### src/rtl/rv_iopmp_err_capture.sv
`default_nettype none

// ============================================================================
// Package    : rv_iopmp_pkg
// Description: Shared IOPMP types. access_t encodes the access type of the
//              transaction that was checked.
// Revision   : 1.0 - initial release
// ============================================================================
package rv_iopmp_pkg;
    typedef enum logic [1:0] {
        ACCESS_NONE  = 2'd0,
        ACCESS_READ  = 2'd1,
        ACCESS_WRITE = 2'd2,
        ACCESS_EXEC  = 2'd3
    } access_t;
endpackage : rv_iopmp_pkg

// ============================================================================
// Module     : rv_iopmp_err_capture
// Description: IOPMP error-record capture. Latches the first violation
//              reported by the decision logic into a software-visible record.
//              The record is held until software clears it. Later violations
//              that arrive while the record is held set a sticky flag and
//              bump a saturating counter. A level interrupt is driven while a
//              record is pending and interrupts are enabled.
// Ports      :
//   clk_i / rst_ni      clock, asynchronous active-low reset
//   chk_valid_i         decision result valid this cycle
//   err_transaction_i   violation flag (qualified by chk_valid_i)
//   err_type_i          violation type
//   err_entry_index_i   offending entry index
//   addr_i/sid_i        checked transaction address / source ID
//   access_type_i       checked transaction access type
//   intr_en_i           global interrupt enable
//   clear_i             W1C pulse clearing the pending record
//   err_*_o             latched record, sticky flag and drop counter
//   irq_o               level interrupt
// Revision   : 1.0 - initial release
// ============================================================================
module rv_iopmp_err_capture #(
    parameter int SID_WIDTH  = 8,
    parameter int ADDR_WIDTH = 64,
    parameter int CNT_WIDTH  = 8
) (
    input  logic                      clk_i,
    input  logic                      rst_ni,
    input  logic                      chk_valid_i,
    input  logic                      err_transaction_i,
    input  logic [2:0]                err_type_i,
    input  logic [15:0]               err_entry_index_i,
    input  logic [ADDR_WIDTH-1:0]     addr_i,
    input  logic [SID_WIDTH-1:0]      sid_i,
    input  rv_iopmp_pkg::access_t     access_type_i,
    input  logic                      intr_en_i,
    input  logic                      clear_i,
    output logic                      err_valid_o,
    output logic [2:0]                err_etype_o,
    output rv_iopmp_pkg::access_t     err_ttype_o,
    output logic [15:0]               err_eid_o,
    output logic [ADDR_WIDTH-1:0]     err_addr_o,
    output logic [SID_WIDTH-1:0]      err_sid_o,
    output logic                      err_svc_o,
    output logic [CNT_WIDTH-1:0]      err_drop_cnt_o,
    output logic                      irq_o
);

    typedef enum logic [0:0] {
        ST_IDLE = 1'b0,
        ST_HELD = 1'b1
    } state_t;

    localparam logic [CNT_WIDTH-1:0] C_CNT_MAX = {CNT_WIDTH{1'b1}};
    localparam logic [CNT_WIDTH-1:0] C_CNT_ONE = {{(CNT_WIDTH-1){1'b0}}, 1'b1};

    state_t                   r_state;
    state_t                   w_state_nxt;
    logic                     w_cap;
    logic                     w_load;
    logic                     w_svc_nxt;
    logic [CNT_WIDTH-1:0]     w_cnt_nxt;

    logic [2:0]               r_etype;
    rv_iopmp_pkg::access_t    r_ttype;
    logic [15:0]              r_eid;
    logic [ADDR_WIDTH-1:0]    r_addr;
    logic [SID_WIDTH-1:0]     r_sid;
    logic                     r_svc;
    logic [CNT_WIDTH-1:0]     r_cnt;

    assign w_cap = chk_valid_i & err_transaction_i;

    // ------------------------------------------------------------------------
    // State register
    // ------------------------------------------------------------------------
    always_ff @(posedge clk_i or negedge rst_ni) begin
        if (!rst_ni) begin
            r_state <= ST_IDLE;
        end else begin
            r_state <= w_state_nxt;
        end
    end

    // ------------------------------------------------------------------------
    // Next-state, record load strobe, sticky flag and counter update
    // ------------------------------------------------------------------------
    always_comb begin
        w_state_nxt = r_state;
        w_load      = 1'b0;
        w_svc_nxt   = r_svc;
        w_cnt_nxt   = r_cnt;
        case (r_state)
            ST_IDLE: begin
                // clear_i has nothing to clear here
                if (w_cap) begin
                    w_state_nxt = ST_HELD;
                    w_load      = 1'b1;
                    w_svc_nxt   = 1'b0;
                    w_cnt_nxt   = '0;
                end
            end
            ST_HELD: begin
                if (clear_i && w_cap) begin
                    // Clear and a new violation collide: take the new one so
                    // it is never lost, and restart the overflow bookkeeping.
                    w_load    = 1'b1;
                    w_svc_nxt = 1'b0;
                    w_cnt_nxt = '0;
                end else if (clear_i) begin
                    w_state_nxt = ST_IDLE;
                    w_svc_nxt   = 1'b0;
                    w_cnt_nxt   = '0;
                end else if (w_cap) begin
                    w_svc_nxt = 1'b1;
                    if (r_cnt != C_CNT_MAX) begin
                        w_cnt_nxt = r_cnt + C_CNT_ONE;
                    end
                end
            end
            default: begin
                w_state_nxt = ST_IDLE;
            end
        endcase
    end

    // ------------------------------------------------------------------------
    // Record fields, sticky flag and drop counter
    // ------------------------------------------------------------------------
    always_ff @(posedge clk_i or negedge rst_ni) begin
        if (!rst_ni) begin
            r_etype <= '0;
            r_ttype <= rv_iopmp_pkg::ACCESS_NONE;
            r_eid   <= '0;
            r_addr  <= '0;
            r_sid   <= '0;
            r_svc   <= 1'b0;
            r_cnt   <= '0;
        end else begin
            if (w_load) begin
                r_etype <= err_type_i;
                r_ttype <= access_type_i;
                r_eid   <= err_entry_index_i;
                r_addr  <= addr_i;
                r_sid   <= sid_i;
            end
            r_svc <= w_svc_nxt;
            r_cnt <= w_cnt_nxt;
        end
    end

    assign err_valid_o    = (r_state == ST_HELD);
    assign err_etype_o    = r_etype;
    assign err_ttype_o    = r_ttype;
    assign err_eid_o      = r_eid;
    assign err_addr_o     = r_addr;
    assign err_sid_o      = r_sid;
    assign err_svc_o      = r_svc;
    assign err_drop_cnt_o = r_cnt;
    // Pending state is registered; the enable only masks it, so toggling
    // intr_en_i never loses a pending record.
    assign irq_o          = err_valid_o & intr_en_i;

endmodule : rv_iopmp_err_capture

`default_nettype wire

### config.mk
export PLATFORM = sky130hd
export DESIGN_NAME = rv_iopmp_err_capture
export DESIGN_NICKNAME = d
export VERILOG_FILES = /design/src/rtl/rv_iopmp_err_capture.sv
export SDC_FILE = /design/constraint.sdc
export NUM_CORES = 1
export LEC_CHECK = 0
export BUFFER_PORTS_ARGS = -buffer_cell sky130_fd_sc_hd__buf_4
export CORE_UTILIZATION = 45
export CTS_BUF_LIST = sky130_fd_sc_hd__clkbuf_4
export DETAILED_ROUTE_END_ITERATION = 16
export GPL_TIMING_DRIVEN = 0
export PLACE_DENSITY = 0.74
export REMOVE_ABC_BUFFERS = 1
export SLEW_MARGIN = 40
export SYNTH_ARGS = -nofsm -noshare
export SYNTH_HDL_FRONTEND = slang
export SYNTH_SLANG_ARGS = --single-unit
### constraint.sdc
create_clock -name clk_i -period 2 [get_ports clk_i]
set_input_delay 0.3 -clock clk_i [delete_from_list [all_inputs] [get_ports clk_i]]
set_output_delay 0.3 -clock clk_i [all_outputs]
set_load 0.01 [all_outputs]
After elaboration in Yosys (flattened, before gate mapping). Index checks and enable logic that the tools add are counted.

Register bits: 103. Bits of input ports: 99. Output and inout bits: 104. Word-level logic and storage cells: 36.

$add $sub $neg: 1. Eq/ne operators: 4. Mux-type cells: 17. Bitwise gates (word level): 3. Reduce and logical (&&, ||, !) cells: 3.

Operator list (number): 8-bit two-way mux (5); 8-bit one-hot mux with 2 select lines (1); 8-bit by 1-bit adder with 8-bit output, second input constant (1); 1-bit two-way mux (8); 4-bit by 2-bit inequality test with 1-bit output, second input constant (2); 8-bit inequality test, second input constant (1); 1-bit one-hot mux with 2 select lines (3); 3-bit AND reduction (1); 1-bit bitwise AND (2); 2-bit inequality test, second input constant (1); 2-bit AND reduction (1); 1-bit logical AND (1); 1-bit NOT (1).

Depth between registers and ports, before layout. Gate-level depths: netlist (run 1).

Word-level depth: 6. Mapped depth: 5.

Least setup slack after synthesis (run 1). No wires, ideal clock.

Path type: register to register. Start: reg r_cnt[0] (netlist: err_drop_cnt_o[0]). End: reg r_cnt[0] (netlist: err_drop_cnt_o[0]). Setup time: 69 ps. Arrival time: 1405 ps. Setup slack: 526 ps. Stages on the path, launching flop included: 6. Path buffers: 0. Cells stage by stage: dfrtp_1 > ha_1 > nand4_1 > nor2_1 > or4_1 > nand3_1.

Cells in the longest elaborated chain, start to end: 6.

RTL lines: start: declaration (line 88) `logic [CNT_WIDTH-1:0] r_cnt;`; start signal: assignment (line 166) `r_cnt <= w_cnt_nxt;`; 8-bit by 1-bit adder with 8-bit output (line 135) `w_cnt_nxt = r_cnt + C_CNT_ONE;`; 8-bit two-way mux (line 134) `if (r_cnt != C_CNT_MAX) begin`; 8-bit two-way mux (line 132) `end else if (w_cap) begin`; 8-bit two-way mux (line 128) `end else if (clear_i) begin`; 8-bit two-way mux (line 122) `if (clear_i && w_cap) begin`; 8-bit one-hot mux with 2 select lines (line 111) `case (r_state)`.

Several ways; a longest one is shown, not always the timed one. The select of a mux whose other input is x is not followed. A chain may end at the register's enable or synchronous reset.

Worst setup path after layout (run 1).
Start: reg r_state (netlist: err_valid_o). End: reg r_addr[27] (netlist: err_addr_o[27]).

Cells in the longest elaborated chain, start to end: 2.

RTL lines: start: declaration (line 75) `state_t r_state;`; start signal: assignment (line 99) `r_state <= w_state_nxt;`; 1-bit NOT; 1-bit one-hot mux with 2 select lines (*) (line 111); end signal: assignment (line 162) `r_addr <= addr_i;`; end: declaration (line 85) `logic [ADDR_WIDTH-1:0] r_addr;`.

Every way passes the cells marked *; elsewhere a longest branch is shown, timed or not.

==> impl_metrics.env, run 1 <==
export IMPL_grt_max_degree=104
export IMPL_yosysTopAreaCell="dfrtp_1"
export IMPL_fin_hold_ws_ns=0.0894
export IMPL_reg2reg_slack_ns=0.08
export IMPL_final_antenna_net_count=0
export IMPL_netlist_top_cells_count="dfrtp_1, mux2_4, mux2_2"
export IMPL_gp_congestion=0.799
export IMPL_grtUsageTotal_pct=19.3
export IMPL_grt_overflow_total=0
export IMPL_synth_async_sr_flop_share_pct=100
export IMPL_status="completed"
export IMPL_die_w_um=100
export IMPL_clk_latency_ns=0.42
export IMPL_setup_viol=0
export IMPL_syn_to_final_growth_pct=43.4
export IMPL_synth_top_area_share_pct=59.0
export IMPL_cap_violations=0
export IMPL_ys_ff_latch=103
export IMPL_wl_mm=9.77
export IMPL_dr_total_vias=2926
export IMPL_worst_slew_pin_slew_ns=0.463
export IMPL_rsz0062_at_grt="false"
export IMPL_worstSetupPathType="reg -> reg"
export IMPL_chipHeight_um=100
export IMPL_cpMaxStageDelayCell="dfrtp_2"
export IMPL_max_clock_freq_mhz=520
export IMPL_initialDrtViolationCount=60
export IMPL_finalMaxSlewViolations=0
export IMPL_finalCritPeriodShare_pct=96.2
export IMPL_ios=203
export IMPL_rows=35
export IMPL_relSlewSlack_pct=68.8
export IMPL_synth_warnings=0
export IMPL_cts_tree="done"
export IMPL_cts_buffers=9
export IMPL_dpl_worst_slack_ns=0.0132
export IMPL_ys_types=32
export IMPL_antennaDiodeCount=0
export IMPL_cp_max_fo=16
export IMPL_required_ns=2.32
export IMPL_antenna_found_initial=0
export IMPL_crit_path_start="err_valid_o"
export IMPL_hold_viol=0
export IMPL_synth_edf_count=0
export IMPL_leakagePower_nw=3.10
export IMPL_fill_cells=699
export IMPL_crit_cells=7
export IMPL_fin_worst_skew_ns=0.0222
export IMPL_drc_errors=0
export IMPL_vias_per_cell=4.83
export IMPL_layout_drive_gt1_share_pct=67.3
export IMPL_grt_pass1_wl_mm=14.9
export IMPL_p_total_mw=5.39
export IMPL_finalWorstSetupSlack_ns=0.0752
export IMPL_synth_area_sq_mm=0.00437
export IMPL_cts_sinks=103
export IMPL_critPathBufInv=4
export IMPL_avgSynthCellArea_sq_um=16.8
export IMPL_io_buffers=202
export IMPL_core_area_sq_mm=0.00933
export IMPL_critPathLaunchType="flip-flop"
export IMPL_initial_core_util_pct=46.8
export IMPL_cp_end_kind="flip-flop"
export IMPL_ys_top_cells_by_area="dfrtp_1, mux2_4, mux2_2"
export IMPL_fin_crit_ns=1.92
export IMPL_die_area_sq_mm=0.0101
export IMPL_clkSlewWorstSetupHoldPaths_ns=0.15
export IMPL_h_tree_depth=3
export IMPL_cpMostUsedCell="buf_16"
export IMPL_wl_per_cell_um=16.1
export IMPL_dp_hpwl_mm=7.30
export IMPL_clockRootBuffer="clkbuf_4"
export IMPL_seq_area_frac_synth_pct=59.0
export IMPL_cp_data_arrival_time_ns=2.24
export IMPL_crit_chain="nor2b_4 -> nor2_4 -> buf_12 -> buf_16 -> buf_16 -> buf_16 -> mux2_4"
export IMPL_critPathCapture="err_addr_o[27]"
export IMPL_synth_most_common_cell="dfrtp_1"
export IMPL_worst_r2r_path_depth=7
export IMPL_ir_drop_mv=0.423
export IMPL_syn_inst=260
export IMPL_reg2reg_to="err_addr_o[27]"
export IMPL_cp_top_family="buffers and inverters"
export IMPL_grt_pass1_vias=2939
export IMPL_cts_path_max_buffers=2
export IMPL_synthFlopType="dfrtp_1"
export IMPL_drt_pass1_iterations=4
export IMPL_p_per_area_mw_per_mm2=860
export IMPL_nNetsFinal=572
export IMPL_critPathMaxStageDelay_ns=0.51
export IMPL_rr_startpoint="err_valid_o"
export IMPL_hp_class="in -> reg"
==> cell usage in the layout, fill, tap and decap left out, types with 3 or more instances in the layout <==
cell type,netlist,final
clkbuf_4,0,10
mux2_4,70,70
nand4_1,3,3
buf_16,0,5
mux2_1,3,3
nand3_1,7,7
buf_4,1,202
dfrtp_1,103,102
nor2_1,8,8
mux2_2,20,20
a21oi_1,3,3
nand2_1,6,6
o21ai_0,4,4
buf_8,0,4
==> cells by family after synthesis <==
group | after synthesis | share of synthesized area (%)
and+or+nand+nor | 33 | 3.90
muxes | 93 | 30.0
AOI/OAI and AO/OA | 15 | 2.41
buffers and inverters | 14 | 4.16
adders and majority gates | 1 | 0.287
DFF | 103 | 59.0
xor gates and xnor gates | 1 | 0.201
==> power by group <==
part / internal, mW / leakage [nW] / switching [mW]
logic: 1.02 / 1.78 / 0.582
clock network: 0.519 / 0.0882 / 0.638
registers: 2.43 / 1.23 / 0.200
total: 3.97 / 3.10 / 1.42
==> sequential cells by signal, indices dropped and copies added, names as in the netlist <==
register,cells
err_addr_o,64
err_eid_o,16
err_valid_o,1
err_svc_o,1
err_ttype_o,2
err_drop_cnt_o,8
err_etype_o,3
err_sid_o,8
==> stage by stage <==
step | instance area [sq um] | util [%] | std cells | setup TNS [ns]
floorplan | 4190 | - | 248 | -248.25
global placement | 5870 | 62.9 | 579 | -340.97
detailed placement | 6040 | 64.7 | 586 | 0
CTS | 6210 | 66.5 | 603 | 0
global route | 6260 | 67.1 | 606 | 0
finish | 6260 | 67.1 | 606 | 0
==> worst register-to-register path, delay by kind of cell (launching register included) <==
family	cells	cell delay (ns)
simple gates	2	0.33
flops	1	0.51
buf+inv	4	0.65
mux	1	0.32
==> per-layer routing <==
metal  global-route usage (%)  routed length [um]  vias up
li1                         -                   -     1347
met1                     23.8                4150     1435
met2                     33.2                4830      133
met3                     5.55                 671       11
met4                     5.35                 115        0
met5                        0                   0        -
==> what timing repair did <==
item | 4_1_cts | 5_1_grt
pin swaps | 0 | 1
gates cloned | 0 | 0
resized for setup | 1 | 0
hold buffers | 1 | 0
setup buffers | 0 | 2
endpoints found under the setup margin | 2 | 11
endpoints found under the hold margin | 103 | 0
==> how the worst min path moves through the flow <==
stage	to	depth (start not counted)	slack, ns	startpoint
2_1_floorplan	err_addr_o[0]	0	0.004	rst_ni
3_3_place_gp	err_addr_o[40]	1	0.47	err_addr_o[40]
3_5_place_dp	err_addr_o[41]	1	0.40	rst_ni
4_1_cts	err_addr_o[3]	2	0.06	addr_i[3]
5_1_grt	err_addr_o[30]	2	0.04	addr_i[30]
6_report	err_addr_o[40]	2	0.09	addr_i[40]
==> layout make-up <==
| class | count | area, sq um | area share (%) |
|---|---|---|---|
| timing repair buffer | 213 | 1740 | 27.9 |
| tap | 129 | 161 | 2.58 |
| sequential | 103 | 2580 | 41.2 |
| multi-input combinational | 143 | 1610 | 25.7 |
| clock inverter | 6 | 82.6 | 1.32 |
| clock buffer | 10 | 75.1 | 1.20 |
| inverter | 2 | 7.51 | 0.120 |
Note: power is estimated with default switching activity, not from simulation.
==> inputs of run 2 (changes only) <==
--- a/config.mk
+++ b/config.mk
@@ -5,12 +5,14 @@
 export SDC_FILE = /design/constraint.sdc
 export NUM_CORES = 1
 export LEC_CHECK = 0
+export ABC_CLOCK_PERIOD_IN_PS = 1660
 export BUFFER_PORTS_ARGS = -buffer_cell sky130_fd_sc_hd__buf_4
-export CORE_UTILIZATION = 45
+export CORE_MARGIN = 8
+export CORE_UTILIZATION = 44
 export CTS_BUF_LIST = sky130_fd_sc_hd__clkbuf_4
 export DETAILED_ROUTE_END_ITERATION = 16
 export GPL_TIMING_DRIVEN = 0
-export PLACE_DENSITY = 0.74
+export PLACE_DENSITY = 0.75
 export REMOVE_ABC_BUFFERS = 1
 export SLEW_MARGIN = 40
 export SYNTH_ARGS = -nofsm -noshare
==> constraint.sdc (replaced) <==
create_clock -name clk_i -period 1.66 [get_ports clk_i]
set_input_delay 0.249 -clock clk_i [delete_from_list [all_inputs] [get_ports clk_i]]
set_output_delay 0.249 -clock clk_i [all_outputs]
set_load 0.01 [all_outputs]
==> run 2 against run 1 <==
Against the previous run:
- final cell count is 11% higher
- cell area rose by 9.1%
- die area rose by 32%
- clock skew down 0.0065 ns
- clock-buffer cell count did not move
- largest cell class unchanged
==> impl_metrics.env, run 2 (synthesis results as in run 1) <==
export IMPL_dpl_worst_slack_ns=-0.579
export IMPL_relSlewSlack_pct=64.5
export IMPL_largest_reg_flops=64
export IMPL_max_clock_freq_mhz=616
export IMPL_drc_errors=0
export IMPL_finalCritPeriodShare_pct=97.7
export IMPL_min_delay_path_depth=2
export IMPL_fin_crit_ns=1.62
export IMPL_antenna_found_initial=0
export IMPL_grt_max_degree=104
export IMPL_final_antenna_net_count=0
export IMPL_cts_buffers=9
export IMPL_wl_met3_mm=1.23
export IMPL_rsz0062_at_grt="false"
export IMPL_finalMaxSlewViolations=0
export IMPL_initial_core_util_pct=45.1
export IMPL_finalWorstSetupSlack_ns=0.0378
export IMPL_internal_power_mw=4.58
export IMPL_critPathLaunchType="flip-flop"
export IMPL_cts_tree="done"
export IMPL_syn_to_final_growth_pct=56.5
export IMPL_dr_total_vias=3208
export IMPL_seq_power_share_pct=49.8
export IMPL_cp_max_fo=17
export IMPL_cp_end_kind="flip-flop"
export IMPL_nNetsFinal=632
export IMPL_hp_class="in -> reg"
export IMPL_pwr_share_comb_pct=32.9
export IMPL_core_area_sq_mm=0.00968
export IMPL_worst_r2r_path_depth=6
export IMPL_cts_path_max_buffers=2
export IMPL_cts_sinks=103
export IMPL_hold_viol=0
export IMPL_io_buffers=202
export IMPL_fin_hold_ws_ns=0.0427
export IMPL_clkPwrFrac_pct=17.3
export IMPL_p_per_area_mw_per_mm2=934
export IMPL_wl_mm=12.4
export IMPL_ios=203
export IMPL_dr_max_layer_used="met4"
export IMPL_wl_per_cell_um=18.5
export IMPL_fin_worst_skew_ns=0.0157
export IMPL_die_w_um=116
export IMPL_final_cell_mix="buf_4, dfrtp_1, mux2_4"
export IMPL_layout_drive_gt1_share_pct=61.3
export IMPL_cp_data_arrival_time_ns=1.93
export IMPL_status="completed"
export IMPL_p_total_mw=6.38
export IMPL_vias_per_cell=4.79
export IMPL_wl_met1_mm=4.53
export IMPL_final_area_sq_mm=0.00683
export IMPL_dp_hpwl_mm=8.28
export IMPL_setup_viol=0
export IMPL_ir_drop_mv=0.518
export IMPL_h_tree_depth=3
export IMPL_drt_pass1_iterations=4
export IMPL_cap_violations=0
export IMPL_final_common_cell="buf_4"
export IMPL_grt_pass1_wl_mm=18.7
export IMPL_initialDrtViolationCount=108
export IMPL_rows=36
export IMPL_place_area_sq_mm=0.00601
export IMPL_chipHeight_um=116
export IMPL_grtUsageTotal_pct=18.1
export IMPL_required_ns=1.97
export IMPL_clockRootBuffer="clkbuf_4"
export IMPL_clkSlewWorstSetupHoldPaths_ns=0.15
export IMPL_grt_overflow_total=0
export IMPL_antennaDiodeCount=0
export IMPL_grt_pass1_vias=3550
export IMPL_clk_latency_ns=0.42
export IMPL_final_core_util_pct=70.6
export IMPL_wl_met2_mm=6.35
export IMPL_switchingPower_mw=1.80
export IMPL_leakagePower_nw=3.33
export IMPL_worst_slew_pin_slew_ns=0.527
export IMPL_switching_share_pct=28.3
export IMPL_die_area_sq_mm=0.0134
export IMPL_gp_congestion=0.823
export IMPL_worstSetupPathType="reg -> reg"
run 2: critical path: stages, from the launching register on:
cell     delay, ns
dfrtp_2       0.43
nor2b_4       0.15
nor2_4        0.14
buf_12        0.13
buf_16        0.10
buf_6         0.20
mux2_2        0.36
run 2: routing by layer:
metal	global-route usage (%)	up-vias
met5	0	-
met4	7.79	0
met3	6.36	22
met2	31.6	149
met1	19.5	1570
li1	-	1467
run 2: repair_timing:
item / CTS / global route
gates resized for setup: 3 / 7
setup buffers: 9 / 2
hold buffers: 45 / 8
pin swaps: 1 / 1
endpoints found under the setup margin: 86 / 47
endpoints found under the hold margin: 147 / 8
cloned: 1 / 0
run 2: worst paths after layout:
check | start | slack, ns | endpoint
min in group asynchronous | rst_ni | 0.27 | err_sid_o[7]
hold reg to reg | err_ttype_o[1] | 0.52 | err_ttype_o[1]
setup reg to reg | err_valid_o | 0.04 | err_addr_o[43]
max in group asynchronous | rst_ni | 0.77 | err_addr_o[15]
setup / recovery | err_valid_o | 0.04 | err_addr_o[43]
hold / removal | addr_i[58] | 0.04 | err_addr_o[58]
run 2: stage by stage:
stage,instances,setup TNS (ns)
3_5_place_dp,589,-28.19
3_3_place_gp,583,-369.40
2_1_floorplan,248,-279.87
6_report,670,0
5_1_grt,670,0
4_1_cts,659,-0.00224
run 2: layout make-up:
type	count	area, sq um
multi-input combinational	143	1620
timing repair buffer	273	2340
tap	133	166
clock inverter	6	37.5
sequential	103	2580
inverter	2	7.51
fill	654	2850
clock buffer	10	75.1
run 2: power groups by stage:
stage	Sequential, mW	Combinational, mW	Clock, mW
finish	3.18	2.10	1.10
global route	3.23	2.23	1.26
CTS	3.17	2.08	1.18
detailed placement	3.22	1.95	0
global placement	3.19	1.93	0
floorplan	3.40	0.686	0
==> inputs of run 3 (changes only) <==
--- a/config.mk
+++ b/config.mk
@@ -8,11 +8,12 @@
 export ABC_CLOCK_PERIOD_IN_PS = 1660
 export BUFFER_PORTS_ARGS = -buffer_cell sky130_fd_sc_hd__buf_4
 export CORE_MARGIN = 8
-export CORE_UTILIZATION = 44
+export CORE_UTILIZATION = 37
 export CTS_BUF_LIST = sky130_fd_sc_hd__clkbuf_4
 export DETAILED_ROUTE_END_ITERATION = 16
 export GPL_TIMING_DRIVEN = 0
-export PLACE_DENSITY = 0.75
+export PLACE_DENSITY = 0.64
+export RECOVER_POWER = 25
 export REMOVE_ABC_BUFFERS = 1
 export SLEW_MARGIN = 40
 export SYNTH_ARGS = -nofsm -noshare
==> run 3 against run 2 <==
Against the previous run:
- clock-buffer cell count rose by 2
- sequential power about the same
- fmax fell by 0.83%
- highest routed layer unchanged
- critical path depth increased by 2
- wire length rose by 5.1%
- clock skew increased by 0.0046 ns
- clock power up 18%
- non-clock buffer count up 49
- final cell count grew 8.8%
- first-iteration DRC count is 45% higher
==> impl_metrics.env, run 3 (synthesis results as in run 1) <==
export IMPL_status="completed"
export IMPL_finalMaxSlewViolations=0
export IMPL_switching_share_pct=27.5
export IMPL_cp_end_kind="flip-flop"
export IMPL_grt_pass1_wl_mm=20.5
export IMPL_wl_per_cell_um=17.8
export IMPL_finalCritPeriodShare_pct=98.5
export IMPL_rows=39
export IMPL_dpl_worst_slack_ns=-0.419
export IMPL_cts_path_max_buffers=2
export IMPL_p_per_area_mw_per_mm2=913
export IMPL_clk_latency_ns=0.47
export IMPL_leakagePower_nw=3.54
export IMPL_layout_drive_gt1_share_pct=57.5
export IMPL_ir_drop_mv=0.750
export IMPL_grt_pass1_vias=3739
export IMPL_cap_violations=0
export IMPL_final_core_util_pct=63.6
export IMPL_critPathMaxStageDelay_ns=0.53
export IMPL_die_w_um=125
export IMPL_final_common_cell="buf_4"
export IMPL_dpl_cell_count=600
export IMPL_crit_chain="dlygate4sd3_1 -> buf_4 -> nor2b_4 -> nor2_4 -> buf_4 -> buf_12 -> clkbuf_16 -> mux2_4"
export IMPL_critPathBufInv=5
export IMPL_cts_sinks=103
export IMPL_syn_to_final_growth_pct=67.1
export IMPL_initialDrtViolationCount=157
export IMPL_hold_viol=0
export IMPL_fill_cells=817
export IMPL_drt_pass1_iterations=4
export IMPL_dr_total_vias=3372
export IMPL_clkSlewWorstSetupHoldPaths_ns=0.15
export IMPL_seq_power_share_pct=47.7
export IMPL_rsz0062_at_grt="false"
export IMPL_antennaDiodeCount=0
export IMPL_initial_core_util_pct=38.1
export IMPL_fin_worst_skew_ns=0.0203
export IMPL_setup_viol=0
export IMPL_cp_data_arrival_time_ns=2.00
export IMPL_ios=203
export IMPL_grt_overflow_total=0
export IMPL_internal_power_mw=4.83
export IMPL_final_cell_mix="buf_4, dfrtp_1, dlygate4sd3_1"
export IMPL_relSlewSlack_pct=50.2
export IMPL_gp_congestion=0.746
export IMPL_h_tree_depth=3
export IMPL_cp_max_fo=13
export IMPL_switchingPower_mw=1.83
export IMPL_hp_class="in -> reg"
export IMPL_largest_reg_flops=64
export IMPL_critPathLaunchType="input port"
export IMPL_chipHeight_um=125
export IMPL_cp_top_family="buffers and inverters"
export IMPL_cpMaxStageDelayCell="dlygate4sd3_1"
export IMPL_stdcell_count=729
export IMPL_vias_per_cell=4.63
export IMPL_grtUsageTotal_pct=16.4
export IMPL_grt_max_degree=104
export IMPL_required_ns=2.03
export IMPL_final_antenna_net_count=0
export IMPL_die_area_sq_mm=0.0155
export IMPL_wl_mm=13.0
export IMPL_place_area_sq_mm=0.00604
export IMPL_clkPwrFrac_pct=19.5
export IMPL_worst_slew_pin_slew_ns=0.747
export IMPL_antenna_found_initial=0
export IMPL_cts_tree="done"
export IMPL_drc_errors=0
export IMPL_cts_buffers=9
export IMPL_fin_crit_ns=1.64
export IMPL_pwr_share_comb_pct=32.8
export IMPL_max_clock_freq_mhz=611
export IMPL_io_buffers=202
export IMPL_clockRootBuffer="clkbuf_4"
export IMPL_dp_hpwl_mm=8.29
export IMPL_final_area_sq_mm=0.00730
export IMPL_worstSetupPathType="in -> reg"
export IMPL_cpMostUsedCell="buf_4"
export IMPL_finalWorstSetupSlack_ns=0.0242
export IMPL_nNetsFinal=681
export IMPL_core_area_sq_mm=0.0115
run 3: cell types whose count changed in the layout (fill, tap and decap cells not counted), moves of 2 or more:
| cell | delta |
|---|---|
| clkinv_1 | -2 |
| clkbuf_4 | +3 |
| buf_16 | -3 |
| buf_4 | +8 |
| dlygate4sd3_1 | +42 |
| clkinv_4 | -3 |
run 3: tightest hold or removal path, delay by kind of cell:
kind	cells	cell delay, ns
buffers and inverters	1	0.08
AND/OR/NAND/NOR	2	0.34
run 3: cell type report:
class	instances	area [sq um]	share of cell area, %
repair buffers	322	2780	38.1
inverters	2	7.51	0.103
clock buffers	12	90.1	1.23
flip-flops and latches	103	2580	35.4
multi-input cells	143	1610	22.1
well taps	143	179	2.45
clock inverters	4	46.3	0.635
run 3: final timing paths:
path	slack [ns]	end	depth (start not counted)	from
hold reg to reg	0.51	err_addr_o[40]	1	err_addr_o[40]
setup / recovery	0.02	err_addr_o[29]	8	clear_i
setup reg to reg	0.05	err_addr_o[50]	6	err_valid_o
hold / removal	0.23	err_valid_o	3	err_transaction_i
min in group asynchronous	0.24	err_sid_o[0]	2	rst_ni
max in group asynchronous	0.28	err_drop_cnt_o[0]	3	rst_ni
run 3: per-stage QoR:
step | hold WS [ns] | total power [mW] | TNS [ns]
after floorplan | -0.0466 | 4.08 | -279.87
after global placement | 0.470 | 5.13 | -381.19
after detailed placement | 0.358 | 5.16 | -17.60
after CTS | 0.148 | 6.72 | 0
after global routing | 0.165 | 7.02 | 0
final | 0.228 | 6.66 | 0
run 3: per-layer routing:
layer  global-route usage (%)  vias to the layer above  part of all wire [%]
met3                     8.09                       13                   9.1
li1                         -                     1574                     -
met5                        0                        -                     0
met4                     4.46                        0                   1.6
met2                     27.5                      153                    50
met1                     18.2                     1632                    40
run 3: power by group through the flow:
stage / sequential (mW) / clock (mW) / combinational [mW]
floorplan: 3.40 / 0 / 0.686
global placement: 3.19 / 0 / 1.94
detailed placement: 3.21 / 0 / 1.95
CTS: 3.17 / 1.38 / 2.17
global route: 3.23 / 1.46 / 2.33
finish: 3.17 / 1.30 / 2.19
run 3: what timing repair did:
action | in CTS | in global routing
setup buffers | 8 | 9
resized for setup | 5 | 4
cloned | 1 | 1
pin swaps | 1 | 0
hold buffers | 95 | 0
endpoints found under the hold margin | 197 | 0
endpoints found under the setup margin | 83 | 16
